`src/rtl/pick15_turn_ctrl_pkg.sv`:
```
// Shared types, win-line table and move helpers for the Pick-15 turn sequencer.
// HUMAN_FIRST_EN selects the opening player (defined: human moves first).
package pick15_pkg;

   typedef enum logic [2:0] {
      COMP_REQ,
      EVAL_C,
      H_WAIT,
      EVAL_H,
      DONE,
      FAULT
   } state_t;

`ifdef HUMAN_FIRST_EN
   localparam state_t START_STATE = H_WAIT;
`else
   localparam state_t START_STATE = COMP_REQ;
`endif

   // Rows, columns and diagonals of the 3x3 magic square; bit i-1 = number i.
   localparam logic [8:0] WIN_LINES [8] = '{
      9'h111, 9'h0A1, 9'h10A, 9'h092,
      9'h062, 9'h08C, 9'h054, 9'h038
   };

   function automatic logic [8:0] moveBit(input logic [3:0] move);
      if (move >= 4'd1 && move <= 4'd9)
         return 9'd1 << (move - 4'd1);
      return 9'd0;
   endfunction

   function automatic logic lineWon(input logic [8:0] mask);
      logic won;
      won = 1'b0;
      for (int i = 0; i < 8; i++)
         if ((mask & WIN_LINES[i]) == WIN_LINES[i])
            won = 1'b1;
      return won;
   endfunction

   function automatic logic legal(input logic [3:0] move, input logic [8:0] taken);
      return (moveBit(move) != 9'd0) && ((moveBit(move) & taken) == 9'd0);
   endfunction

endpackage

```
`src/rtl/pick15_turn_ctrl_if.sv`:
```
// Game-side signal bundle: player inputs, strategy handshake, masks and status.
interface pick15_turn_ctrl_if;
   logic       newGame_L;
   logic       enter_L;
   logic [3:0] hMove;
   logic [3:0] cMove;
   logic       cValid;
   logic       cReq;
   logic [8:0] hMask;
   logic [8:0] cMask;
   logic [3:0] moveCount;
   logic       humanTurn;
   logic       win;
   logic       humanWin;
   logic       draw;
   logic       illegal;
   logic       fault;

   modport master (
      output newGame_L, enter_L, hMove, cMove, cValid,
      input  cReq, hMask, cMask, moveCount, humanTurn, win, humanWin, draw, illegal, fault
   );

   modport slave (
      input  newGame_L, enter_L, hMove, cMove, cValid,
      output cReq, hMask, cMask, moveCount, humanTurn, win, humanWin, draw, illegal, fault
   );
endinterface

```
`src/rtl/pick15_turn_ctrl_press_detect.sv`:
```
// Enter-button debounce: re-arms on release, fires one press after PRESS_MIN low cycles.
module press_detect #(
   parameter int PRESS_MIN = 2
) (
   input  logic clock,
   input  logic reset,
   input  logic clear,
   input  logic enter_L,
   output logic press
);
   logic       armed;
   logic [3:0] cnt;

   assign press = armed && !enter_L && (cnt == 4'(PRESS_MIN - 1));

   always_ff @(posedge clock) begin
      if (reset || clear) begin
         armed <= 1'b0;
         cnt   <= 4'd0;
      end else if (enter_L) begin
         armed <= 1'b1;
         cnt   <= 4'd0;
      end else if (armed) begin
         cnt <= cnt + 4'd1;
         // A held button must be released before the next press can arm.
         if (press)
            armed <= 1'b0;
      end
   end
endmodule

```
`src/rtl/pick15_turn_ctrl.sv`:
```
// Pick-15 turn sequencer: alternates human and strategy moves, tracks masks, win/draw/fault.
// HUMAN_FIRST_EN (see pick15_pkg) makes the human open the game.
//
// state    | meaning
// COMP_REQ | requesting a move from the strategy block
// EVAL_C   | checking computer mask for win/draw
// H_WAIT   | waiting for a debounced human press
// EVAL_H   | checking human mask for win/draw
// DONE     | game over, results held
// FAULT    | strategy returned an illegal move
module pick15_turn_ctrl
   import pick15_pkg::*;
#(
   parameter int PRESS_MIN = 2
) (
   input logic               clock,
   input logic               reset,
   pick15_turn_ctrl_if.slave bus
);
   state_t     state, state_nxt;
   logic [8:0] hMask, cMask, taken;
   logic [3:0] moveCount;
   logic       win, humanWin, draw, illegal;
   logic       press, restart, cLegal, hLegal;

   assign restart = !bus.newGame_L;
   assign taken   = hMask | cMask;
   assign cLegal  = legal(bus.cMove, taken);
   assign hLegal  = legal(bus.hMove, taken);

   press_detect #(.PRESS_MIN(PRESS_MIN)) u_press (
      .clock   (clock),
      .reset   (reset),
      .clear   (restart),
      .enter_L (bus.enter_L),
      .press   (press)
   );

   always_ff @(posedge clock) begin
      if (reset)
         state <= START_STATE;
      else
         state <= state_nxt;
   end

   always_comb begin
      state_nxt = state;
      case (state)
         COMP_REQ: if (bus.cValid) state_nxt = cLegal ? EVAL_C : FAULT;
         EVAL_C:   state_nxt = (lineWon(cMask) || moveCount == 4'd9) ? DONE : H_WAIT;
         H_WAIT:   if (press && hLegal) state_nxt = EVAL_H;
         EVAL_H:   state_nxt = (lineWon(hMask) || moveCount == 4'd9) ? DONE : COMP_REQ;
         DONE:     state_nxt = DONE;
         FAULT:    state_nxt = FAULT;
         default:  state_nxt = START_STATE;
      endcase
      if (restart)
         state_nxt = START_STATE;
   end

   always_comb begin
      bus.cReq      = 1'b0;
      bus.humanTurn = 1'b0;
      bus.fault     = 1'b0;
      case (state)
         COMP_REQ: bus.cReq      = 1'b1;
         H_WAIT:   bus.humanTurn = 1'b1;
         FAULT:    bus.fault     = 1'b1;
         default:  ;
      endcase
   end

   always_ff @(posedge clock) begin
      if (reset || restart) begin
         hMask     <= 9'd0;
         cMask     <= 9'd0;
         moveCount <= 4'd0;
         win       <= 1'b0;
         humanWin  <= 1'b0;
         draw      <= 1'b0;
         illegal   <= 1'b0;
      end else begin
         illegal <= 1'b0;
         case (state)
            COMP_REQ:
               if (bus.cValid && cLegal) begin
                  cMask     <= cMask | moveBit(bus.cMove);
                  moveCount <= moveCount + 4'd1;
               end
            EVAL_C:
               if (lineWon(cMask)) begin
                  win      <= 1'b1;
                  humanWin <= 1'b0;
               end else if (moveCount == 4'd9)
                  draw <= 1'b1;
            H_WAIT:
               if (press) begin
                  if (hLegal) begin
                     hMask     <= hMask | moveBit(bus.hMove);
                     moveCount <= moveCount + 4'd1;
                  end else
                     illegal <= 1'b1;
               end
            EVAL_H:
               // Win is tested first so a ninth-move line beats the draw.
               if (lineWon(hMask)) begin
                  win      <= 1'b1;
                  humanWin <= 1'b1;
               end else if (moveCount == 4'd9)
                  draw <= 1'b1;
            default: ;
         endcase
      end
   end

   assign bus.hMask     = hMask;
   assign bus.cMask     = cMask;
   assign bus.moveCount = moveCount;
   assign bus.win       = win;
   assign bus.humanWin  = humanWin;
   assign bus.draw      = draw;
   assign bus.illegal   = illegal;
endmodule

```
`src/flat_wrapper.sv`:
```
// flat-port wrapper written by rule: the top's interface ports become plain ports
module pick15_turn_ctrl_flat import pick15_pkg::*;
#(
   parameter int PRESS_MIN = 2
)
  (clock, reset, bus_newGame_L, bus_enter_L, bus_hMove, bus_cMove, bus_cValid, bus_cReq, bus_hMask, bus_cMask, bus_moveCount, bus_humanTurn, bus_win, bus_humanWin, bus_draw, bus_illegal, bus_fault);
  pick15_turn_ctrl_if bus_i ();
  input logic clock;
  input logic reset;
  input wire logic [$bits(bus_i.newGame_L)-1:0] bus_newGame_L;
  input wire logic [$bits(bus_i.enter_L)-1:0] bus_enter_L;
  input wire logic [$bits(bus_i.hMove)-1:0] bus_hMove;
  input wire logic [$bits(bus_i.cMove)-1:0] bus_cMove;
  input wire logic [$bits(bus_i.cValid)-1:0] bus_cValid;
  output wire logic [$bits(bus_i.cReq)-1:0] bus_cReq;
  output wire logic [$bits(bus_i.hMask)-1:0] bus_hMask;
  output wire logic [$bits(bus_i.cMask)-1:0] bus_cMask;
  output wire logic [$bits(bus_i.moveCount)-1:0] bus_moveCount;
  output wire logic [$bits(bus_i.humanTurn)-1:0] bus_humanTurn;
  output wire logic [$bits(bus_i.win)-1:0] bus_win;
  output wire logic [$bits(bus_i.humanWin)-1:0] bus_humanWin;
  output wire logic [$bits(bus_i.draw)-1:0] bus_draw;
  output wire logic [$bits(bus_i.illegal)-1:0] bus_illegal;
  output wire logic [$bits(bus_i.fault)-1:0] bus_fault;
  assign bus_i.newGame_L = bus_newGame_L;
  assign bus_i.enter_L = bus_enter_L;
  assign bus_i.hMove = bus_hMove;
  assign bus_i.cMove = bus_cMove;
  assign bus_i.cValid = bus_cValid;
  assign bus_cReq = bus_i.cReq;
  assign bus_hMask = bus_i.hMask;
  assign bus_cMask = bus_i.cMask;
  assign bus_moveCount = bus_i.moveCount;
  assign bus_humanTurn = bus_i.humanTurn;
  assign bus_win = bus_i.win;
  assign bus_humanWin = bus_i.humanWin;
  assign bus_draw = bus_i.draw;
  assign bus_illegal = bus_i.illegal;
  assign bus_fault = bus_i.fault;
  pick15_turn_ctrl #(.PRESS_MIN(PRESS_MIN)) u_core (.clock(clock), .reset(reset), .bus(bus_i));
endmodule
```
`config.mk`:
```
export PLATFORM = sky130hd
export DESIGN_NAME = pick15_turn_ctrl_flat
export DESIGN_NICKNAME = d
export VERILOG_FILES = /design/src/rtl/pick15_turn_ctrl_pkg.sv /design/src/rtl/pick15_turn_ctrl_if.sv /design/src/rtl/pick15_turn_ctrl_press_detect.sv /design/src/rtl/pick15_turn_ctrl.sv /design/src/flat_wrapper.sv
export SDC_FILE = /design/constraint.sdc
export NUM_CORES = 1
export LEC_CHECK = 0
export CAP_MARGIN = 25
export CORE_UTILIZATION = 45
export CTS_CLUSTER_SIZE = 10
export DETAILED_ROUTE_END_ITERATION = 8
export PLACE_DENSITY = 0.8
export SKIP_LAST_GASP = 1
export SYNTH_ARGS = -nofsm -noshare
export SYNTH_HDL_FRONTEND = slang
export SYNTH_SLANG_ARGS = --single-unit
```
`constraint.sdc`:
```
create_clock -name clock -period 8.43 [get_ports clock]
set_clock_uncertainty 0.05 [all_clocks]
set_input_delay 0.843 -clock clock [delete_from_list [all_inputs] [get_ports clock]]
set_output_delay 0.843 -clock clock [all_outputs]
set_load 0.05 [all_outputs]
```
* Word level (Yosys, flattened, before mapping)
Index checks and enable logic that the tools add are counted.
** Cells by class
- Bitwise gates (word level) :: 8
- Order comparisons :: 4
- Shifts and indexed selects :: 2
- Add/sub/neg operators :: 4
- Reductions and logical operators :: 29
- Eq/ne operators :: 32
- Multiplexer cells :: 68
** Operator list (number)
- $mux 9 :: 13
- $eq 3x3->1 const B :: 18
- $mux 1 :: 42
- $or 9x9->9 :: 3
- $and 9x9->9 :: 2
- $logic_not 9->1 :: 2
- $pmux 3 s6 :: 1
- $reduce_bool 9->1 :: 2
- $shl 1x4->9 const A :: 2
- $mux 3 :: 5
- $mux 4 :: 3
- $ne 2x1->1 const B :: 6
- $reduce_and 3->1 :: 3
- $add 4x1->4 const B :: 2
- $ge 4x1->1 const B :: 2
- $le 4x4->1 const B :: 2
- $logic_and 1x1->1 :: 8
- $pmux 4 s2 :: 1
- $sub 4x1->4 const B :: 2
- $eq 3x2->1 const B :: 2
- $ne 2x2->1 const B :: 3
- $pmux 1 s2 :: 3
- $eq 4x1->1 const B :: 1
- $eq 4x4->1 const B :: 1
- 10 further kinds :: 18
** Storage, ports and cells
- Output and inout port bits :: 29
- Input bits :: 13
- Logic and storage cells :: 157
- Register bits after elaboration :: 34

* Longest topological paths before layout
Gate-level depths: netlist of the first run.
- Word-level depth :: 17
- Gate-level depth with buffers :: 11
- Gate-level depth less buffers :: 8

* Cells and area by module
A second synthesis of the first run with hierarchy kept.
** Second synthesis, totals
- Cells, all modules :: 229
- Area, all modules :: 1956.9 um^2
** By module, submodules not included
- pick15_turn_ctrl :: sequential area each 580.6 um^2, area an instance 1695.4 um^2, cells an instance 203, times used 1
- press_detect :: sequential area each 100.1 um^2, area an instance 261.5 um^2, cells an instance 26, times used 1

* Worst setup path before layout of the first run
OpenSTA, ideal clock, no wires.
- Path kind :: input to register
- From :: input port bus_hMove[1]
- To :: register u_core.moveCount[3], in the netlist u_core.bus.moveCount[3]
- Setup time :: 0.121 ns
- Arrival :: 3.109 ns
- Slack :: 5.150 ns
- Stages on the path :: 11
- Path buffers :: 3
- Cell sequence :: clkbuf_1 > nor2_1 > ha_1 > buf_1 > nor2b_1 > o31a_1 > a2111oi_0 > and3_1 > clkbuf_1 > or3_1 > nand3_1
** On the way
- Cells in the longest elaborated chain, start to end :: 9
** Ends and longest elaborated chain
- from (decl) :: RTL line flat_wrapper.sv:12 : input wire logic [$bits(bus_i.hMove)-1:0] bus_hMove;
- $sub 4x1->4 (tied with other cells) :: RTL line pick15_turn_ctrl_pkg.sv:28 : return 9'd1 << (move - 4'd1);
- $shl 1x4->9 / $logic_and 1x1->1 (equally long branches) :: RTL line pick15_turn_ctrl_pkg.sv:28, pick15_turn_ctrl_pkg.sv:27
- $mux 9 / $mux 1 (equally long branches) :: RTL line pick15_turn_ctrl_pkg.sv:27 : if (move >= 4'd1 && move <= 4'd9)
- $mux 9 (*) :: RTL line pick15_turn_ctrl_pkg.sv:29 : return 9'd0;
- $and 9x9->9 :: RTL line pick15_turn_ctrl_pkg.sv:42 : return (moveBit(move) != 9'd0) && ((moveBit(move) & taken) == 9'd0);
- $logic_not 9->1 :: RTL line pick15_turn_ctrl_pkg.sv:42
- $logic_and 1x1->1 (*) :: RTL line pick15_turn_ctrl_pkg.sv:42
- $ne 2x1->1 (no source line) (*)
- $reduce_and 4->1 (no source line) (*)
- to (signal assigned) :: RTL line pick15_turn_ctrl.sv:88 : moveCount <= moveCount + 4'd1;
- to (signal assigned) :: RTL line pick15_turn_ctrl.sv:100 : moveCount <= moveCount + 4'd1;
- to (decl) :: RTL line pick15_turn_ctrl.sv:22 : logic [3:0] moveCount;
Mark *: on every way between the ends. The rest lies on a longest branch, timed or not. The select of a mux whose other input is x is not followed.
A chain may end at the register's enable or synchronous reset.

* Final worst setup path of the first run
- From :: input port bus_cMove[1]
- To :: register u_core.cMask[6], in the netlist u_core.bus.cMask[6]
** On the way
- Cells in the longest elaborated chain, start to end :: 11
** Ends and longest elaborated chain
- from (decl) :: RTL line flat_wrapper.sv:13 : input wire logic [$bits(bus_i.cMove)-1:0] bus_cMove;
- $ge 4x1->1 / $le 4x4->1 (equally long branches) :: RTL line pick15_turn_ctrl_pkg.sv:27
- $logic_and 1x1->1 :: RTL line pick15_turn_ctrl_pkg.sv:27
- $mux 1 :: RTL line pick15_turn_ctrl_pkg.sv:27
- $mux 1 :: RTL line pick15_turn_ctrl.sv:86 : if (bus.cValid && cLegal) begin
- $mux 1 :: RTL line pick15_turn_ctrl.sv:84 : case (state)
- $mux 1 :: RTL line pick15_turn_ctrl.sv:74 : if (reset || restart) begin
- $mux 9 :: RTL line pick15_turn_ctrl_pkg.sv:29
- $mux 9 :: RTL line pick15_turn_ctrl.sv:86
- $mux 9 :: RTL line pick15_turn_ctrl.sv:84
- $mux 9 :: RTL line pick15_turn_ctrl.sv:74
- $or 9x9->9 :: RTL line pick15_turn_ctrl.sv:87 : cMask <= cMask | moveBit(bus.cMove);
- to (signal assigned) :: RTL line pick15_turn_ctrl.sv:87
- to (decl) :: RTL line pick15_turn_ctrl.sv:21 : logic [8:0] hMask, cMask, taken;
Several ways; a longest one is shown, not always the timed one. The select of a mux whose other input is x is not followed.

==> results of run 1 <==
## power breakdown
part | switching, mW | internal, mW
Combinational | 0.0312 | 0.0191
Sequential | 0.00234 | 0.162
Clock | 0.0616 | 0.0656
Total | 0.0952 | 0.247
## sequential cells by signal, indices dropped and copies added (netlist names)
| signal | flops |
|---|---|
| u_core.state | 3 |
| u_core.bus.hMask | 9 |
| u_core.bus.win | 1 |
| u_core.bus.draw | 1 |
| u_core.bus.humanWin | 1 |
| u_core.u_press.cnt | 4 |
| u_core.u_press.armed | 1 |
| u_core.bus.cMask | 9 |
| u_core.bus.moveCount | 4 |
| u_core.bus.illegal | 1 |
## placed cells by master (no fill, tap or decap), types with 2 or more instances in the layout
cell type	Yosys	routed
or2_2	2	2
nand4_1	3	3
clkbuf_8	0	6
nor3b_1	6	6
o2bb2ai_1	2	2
o21ai_0	9	9
a2111oi_0	2	2
xor2_1	2	2
a22o_1	4	4
xnor2_1	2	2
a41oi_1	2	2
ha_1	8	8
o41ai_2	4	4
nor2b_1	4	4
nor3_1	16	16
a31oi_1	3	3
inv_1	10	10
clkdlybuf4s50_1	0	41
a211oi_1	2	2
o31ai_1	3	3
or3_1	3	3
nand3b_1	3	3
a21oi_1	12	12
nand3_1	3	3
o31a_1	4	4
nand2_1	18	18
dfxtp_1	34	34
nor4_1	7	7
o21a_1	7	7
nor2_1	30	30
nand2b_1	6	6
a222oi_1	3	3
and3_1	6	6
## stage by stage
stage | setup slack [ns] | power (mW) | util [%] | area [sq um]
final | 4.67 | 0.342 | 58.8 | 2580
after CTS | 4.67 | 0.345 | 58.8 | 2580
after global placement | 4.42 | 0.217 | 56.4 | 2470
after global routing | 4.43 | 0.356 | 58.8 | 2580
after detailed placement | 4.38 | 0.218 | 56.6 | 2480
after floorplan | 5.15 | 0.202 | - | 2060
## Yosys cell counts (3+ instances only)
cell type	instances
dfxtp_1	34
nor2_1	30
nand2_1	18
nor3_1	16
a21oi_1	12
clkbuf_1	12
inv_1	10
o21ai_0	9
ha_1	8
nor4_1	7
o21a_1	7
and3_1	6
nand2b_1	6
nor3b_1	6
a22o_1	4
nor2b_1	4
o31a_1	4
o41ai_2	4
a222oi_1	3
a31oi_1	3
nand3_1	3
nand3b_1	3
nand4_1	3
o31ai_1	3
or3_1	3
## kinds of logic after synthesis
| logic type | Yosys count | synth area share (%) |
|---|---|---|
| flops | 34 | 33.1 |
| compound gates | 66 | 25.0 |
| mux | 1 | 0.487 |
| fa+ha+maj | 8 | 4.87 |
| xor+xnor | 4 | 1.70 |
| simple gates | 114 | 29.8 |
| buf+inv | 25 | 5.11 |
## final timing paths
path / slack (ns) / to / from
min: 0.42 / u_core.bus.draw$_SDFFE_PP0P_ / u_core.bus.draw$_SDFFE_PP0P_
max reg2reg: 6.02 / u_core.bus.hMask[5]$_SDFFE_PP0P_ / u_core.bus.hMask[3]$_SDFFE_PP0P_
max: 4.67 / u_core.bus.cMask[6]$_SDFFE_PP0P_ / bus_cMove[1]
min reg2reg: 0.42 / u_core.bus.draw$_SDFFE_PP0P_ / u_core.bus.draw$_SDFFE_PP0P_
## layer usage
layer | vias to the layer above | part of all wire [%]
li1 | 1009 | -
met1 | 967 | 45
met2 | 67 | 48
met3 | 10 | 5.8
met4 | 0 | 1.8
met5 | - | 0
## cell type report
class,count,area [sq um]
Clock inverter,2,12.5
Fill cell,414,1810
Tap cell,52,65.1
Sequential cell,34,681
Clock buffer,6,82.6
Inverter,10,37.5
Timing Repair Buffer,43,429
Multi-Input combinational cell,193,1270
==> results.cfg, run 1 <==
[run_status]
status = finished, final reports clean

[die]
ios = 42
die-area_sq_um = 4840
die_w_microns = 69.6
std_cell_rows = 24
core_sq_um = 4380
initial_core_util_pct = 46.9
die-height_microns = 69.6

[global_routing]
grt_use_met2_pct = 37.6
grt.busiest_layer = met2
grt_max_degree = 29
grt_util_met3_pct = 5.81
first_global_vias = 1876
grt_antenna_before_repair = 0
grt_pass1_wl_mm = 8.70
grt_use_met1_pct = 27.5
grtUsageTotal_pct = 22.4
overflow = 0

[clock_network]
post_cts_resized = 0
cts_hold_buffers = 0
root_buffer = clkbuf_8
clock_latency_ns = 0.29
htree_num_levels = 2
clock-sinks = 34
clockBufferDepth = 2
cts_tree = yes
clk_pin_slew_worst_paths_ns = 0.07
cts-buffers-inserted = 5
cts_setup_buffers = 0

[sta]
setup-violations-final = 0
finalSetupTns_ns = 0
rsz0062_at_grt = false
fin_crit_sh_pct = 44.7
fmax_ghz = 0.266
finalHoldViolCount = 0
drv_slew = 0
tightest_slew_ns = 0.694
max-slew-margin-rel_pct = 52.5
min_period_ns = 3.76
whs_ns = 0.423

[yosys]
synth_top_cell_by_area = dfxtp_1
syn-num-nets = 273
synth_seq_cells = 34
ys.flop_type = dfxtp_1
syn_avg_cell_area_sq_um = 8.16
synth_area_leaders = dfxtp_1 (33%), nor2_1 (5.5%), ha_1 (4.9%)
async_flop_share_pct = 0
synth_edf_count = 0
ys_seq_area_share_pct = 33.1
synth_area_sq_um = 2060
synth_top_area_share_pct = 33.1
syn_inst = 252
synth_cell_types = 52
yosys_warnings = 0

[placement]
io_buffers = 41
dp_cells = 332
gp_congestion = 0.966
place_hpwl_mm = 3.80

[worst_hold_path]
worstHoldPathCells = 1
min_path_type = flop to flop

[critical_path]
crit_buf_inv = 1
cp_slowest_stage_delay_ns = 0.71
critPathTopFamily = simple AND/OR/NAND/NOR gates
startpoint_type = primary input
cpMostUsedCell = o31a_1
crit_chain = clkdlybuf4s50_1, nor2_1, ha_1, nor2b_1, o31a_1, o31a_1, nor4_4, nand3b_2, o41ai_2
end_kind = flop
cp.required_ns = 8.58
path_class = primary input to flop
r2r_cells = 6
cp_slowest_cell = clkdlybuf4s50_1
cp_max_fo = 14
worstPathArrival_ns = 3.91
cp_num_cells = 9

[finish]
layout.nets = 308
final_cells = 340
num_antenna_cells = 0
drive_above_1_share_pct = 7.29
area_growth_pct = 25.4

[routing]
routed_via_density = 6.04
ant_nets = 0
vias = 2053
routed_wl_mm = 5.13
dr.pass1.iters = 4
post_drt_wl_per_cell_microns = 15.1
drcViolationCount = 0
drt-initial-drc-count = 156

[power_and_ir_drop]
p_leak_nw = 0.915
vdd_drop_max_mv = 0.0821
p_per_area_nw_per_um2 = 133

[run]
maxCapViolCount = 0
Power figures use the tool's default switching activity.
==> run 2, diff against run 1 <==
clock period = 3.75 ns   (was 8.43 ns; I/O delays follow)
==> results.cfg, run 2 (same netlist as run 1, synthesis figures left out) <==
[die]
std_cell_rows = 24
ios = 42
die-height_microns = 69.6
die-area_sq_um = 4840
core_sq_um = 4380
die_w_microns = 69.6
initial_core_util_pct = 46.9

[clock_network]
cts_tree = yes
cts_setup_buffers = 0
htree_num_levels = 2
root_buffer = clkbuf_8
clock_latency_ns = 0.29
clk_pin_slew_worst_paths_ns = 0.08
cts-buffers-inserted = 5
cts_hold_buffers = 0
clockBufferDepth = 2
post_cts_resized = 0
clock-sinks = 34

[global_routing]
grtUsageTotal_pct = 22.7
grt_max_degree = 18
grt_pass1_wl_mm = 8.85
grt_antenna_before_repair = 0
overflow = 0
first_global_vias = 1923

[routing]
post_drt_wl_per_cell_microns = 15.4
drcViolationCount = 0
drt-initial-drc-count = 167
vias = 2049
routed_wl_mm = 5.25
routed_via_density = 5.99
dr.pass1.iters = 4
ant_nets = 0

[critical_path]
cp_slowest_stage_delay_ns = 0.60
r2r_cells = 6
path_class = primary input to flop
crit_chain = clkdlybuf4s50_1, nor2_1, ha_1, nor2b_1, o31a_1, a2111oi_0, and3_1, or4_1, o31ai_2
r2r_slack_ns = 1.40
startpoint_type = primary input
cp_max_fo = 11
r2r-start = u_core.bus.hMask[3]$_SDFFE_PP0P_
cp.required_ns = 3.86
crit_path_end = u_core.bus.moveCount[1]$_SDFFE_PP0P_
critPathLaunch = bus_hMove[1]
r2r_end = u_core.bus.moveCount[1]$_SDFFE_PP0P_
worstPathArrival_ns = 3.17
end_kind = flop
cp_slowest_cell = clkdlybuf4s50_1

[run]
maxCapViolCount = 0

[sta]
finalHoldViolCount = 0
drv_slew = 0
finalSetupTns_ns = 0
whs_ns = 0.429
fmax_ghz = 0.326
max-slew-margin-rel_pct = 52.5
rsz0062_at_grt = false
setup-violations-final = 0
min_period_ns = 3.06
tightest_slew_ns = 0.713
fin_crit_sh_pct = 81.7

[finish]
final_cell_mix = clkdlybuf4s50_1 (41), dfxtp_1 (34), nor2_1 (30), nand2_1 (18), nor3_1 (16)
area_growth_pct = 28.2
reg_top3 = u_core.bus.cMask x9, u_core.bus.hMask x9
num_antenna_cells = 0
final_common_cell = clkdlybuf4s50_1
layout.nets = 310
drive_above_1_share_pct = 7.93
fill_cells = 400

[worst_hold_path]
min_path_type = flop to flop

[placement]
gp_congestion = 0.910
io_buffers = 41
place_hpwl_mm = 3.88

[power_and_ir_drop]
p_per_area_nw_per_um2 = 345
p_total_mw = 0.910
p_leak_nw = 0.948
vdd_drop_max_mv = 0.223

[run_status]
status = finished, final reports clean
==> run 2: changes by cell type in the layout (fill, tap and decap cells not counted) <==
cell / before / now
clkinvlp_4: 1 / 0
clkinv_2: 1 / 0
bufinv_16: 0 / 2
buf_6: 1 / 0
buf_4: 1 / 4
==> run 2: critical path: cells and delay by family <==
kind | cells | cell delay, ns
fa+ha+maj | 1 | 0.45
simple gates | 4 | 0.90
buf+inv | 1 | 0.60
compound gates | 3 | 0.85
==> run 2: layout make-up <==
| class | count | area [sq um] | share of cell area (%) |
|---|---|---|---|
| timing repair buffer | 45 | 440 | 16.7 |
| sequential | 34 | 681 | 25.8 |
| clock inverter | 2 | 60.1 | 2.28 |
| inverter | 10 | 37.5 | 1.42 |
| clock buffer | 6 | 82.6 | 3.13 |
| multi-input combinational | 193 | 1270 | 48.2 |
| tap | 52 | 65.1 | 2.47 |
==> run 2: per-layer routing <==
metal	GRT usage, %	vias up	part of all wire, %
met5	0	-	0
met4	8.39	0	1.2
met1	29.5	955	45
met3	4.65	8	6.0
met2	36.9	71	48
li1	-	1015	-
==> run 2: where the power goes <==
part | switching (mW) | leakage [nW] | internal [mW] | total (mW)
combinational | 0.0709 | 0.603 | 0.0446 | 0.116
clock | 0.142 | 0.0714 | 0.284 | 0.425
sequential | 0.00511 | 0.274 | 0.364 | 0.369
total | 0.218 | 0.948 | 0.693 | 0.910
==> run 2: worst min-delay path by stage <==
stage                                 startpoint  cells after the start                                  to
floorplan                            bus_enter_L                      1  u_core.u_press.cnt[0]$_SDFFE_PP0P_
global placement    u_core.bus.draw$_SDFFE_PP0P_                      1        u_core.bus.draw$_SDFFE_PP0P_
detailed placement  u_core.bus.draw$_SDFFE_PP0P_                      1        u_core.bus.draw$_SDFFE_PP0P_
CTS                 u_core.bus.draw$_SDFFE_PP0P_                      1        u_core.bus.draw$_SDFFE_PP0P_
global route        u_core.bus.draw$_SDFFE_PP0P_                      1        u_core.bus.draw$_SDFFE_PP0P_
finish              u_core.bus.draw$_SDFFE_PP0P_                      1        u_core.bus.draw$_SDFFE_PP0P_
==> run 2: through the flow <==
| step | setup slack, ns | util [%] | std cells | instance area, sq um |
|---|---|---|---|---|
| floorplan | 0.938 | - | 252 | 2060 |
| global placement | 0.497 | 56.9 | 334 | 2490 |
| detailed placement | 0.370 | 56.9 | 334 | 2490 |
| CTS | 0.696 | 60.1 | 342 | 2640 |
| global route | 0.302 | 60.1 | 342 | 2640 |
| finish | 0.687 | 60.1 | 342 | 2640 |
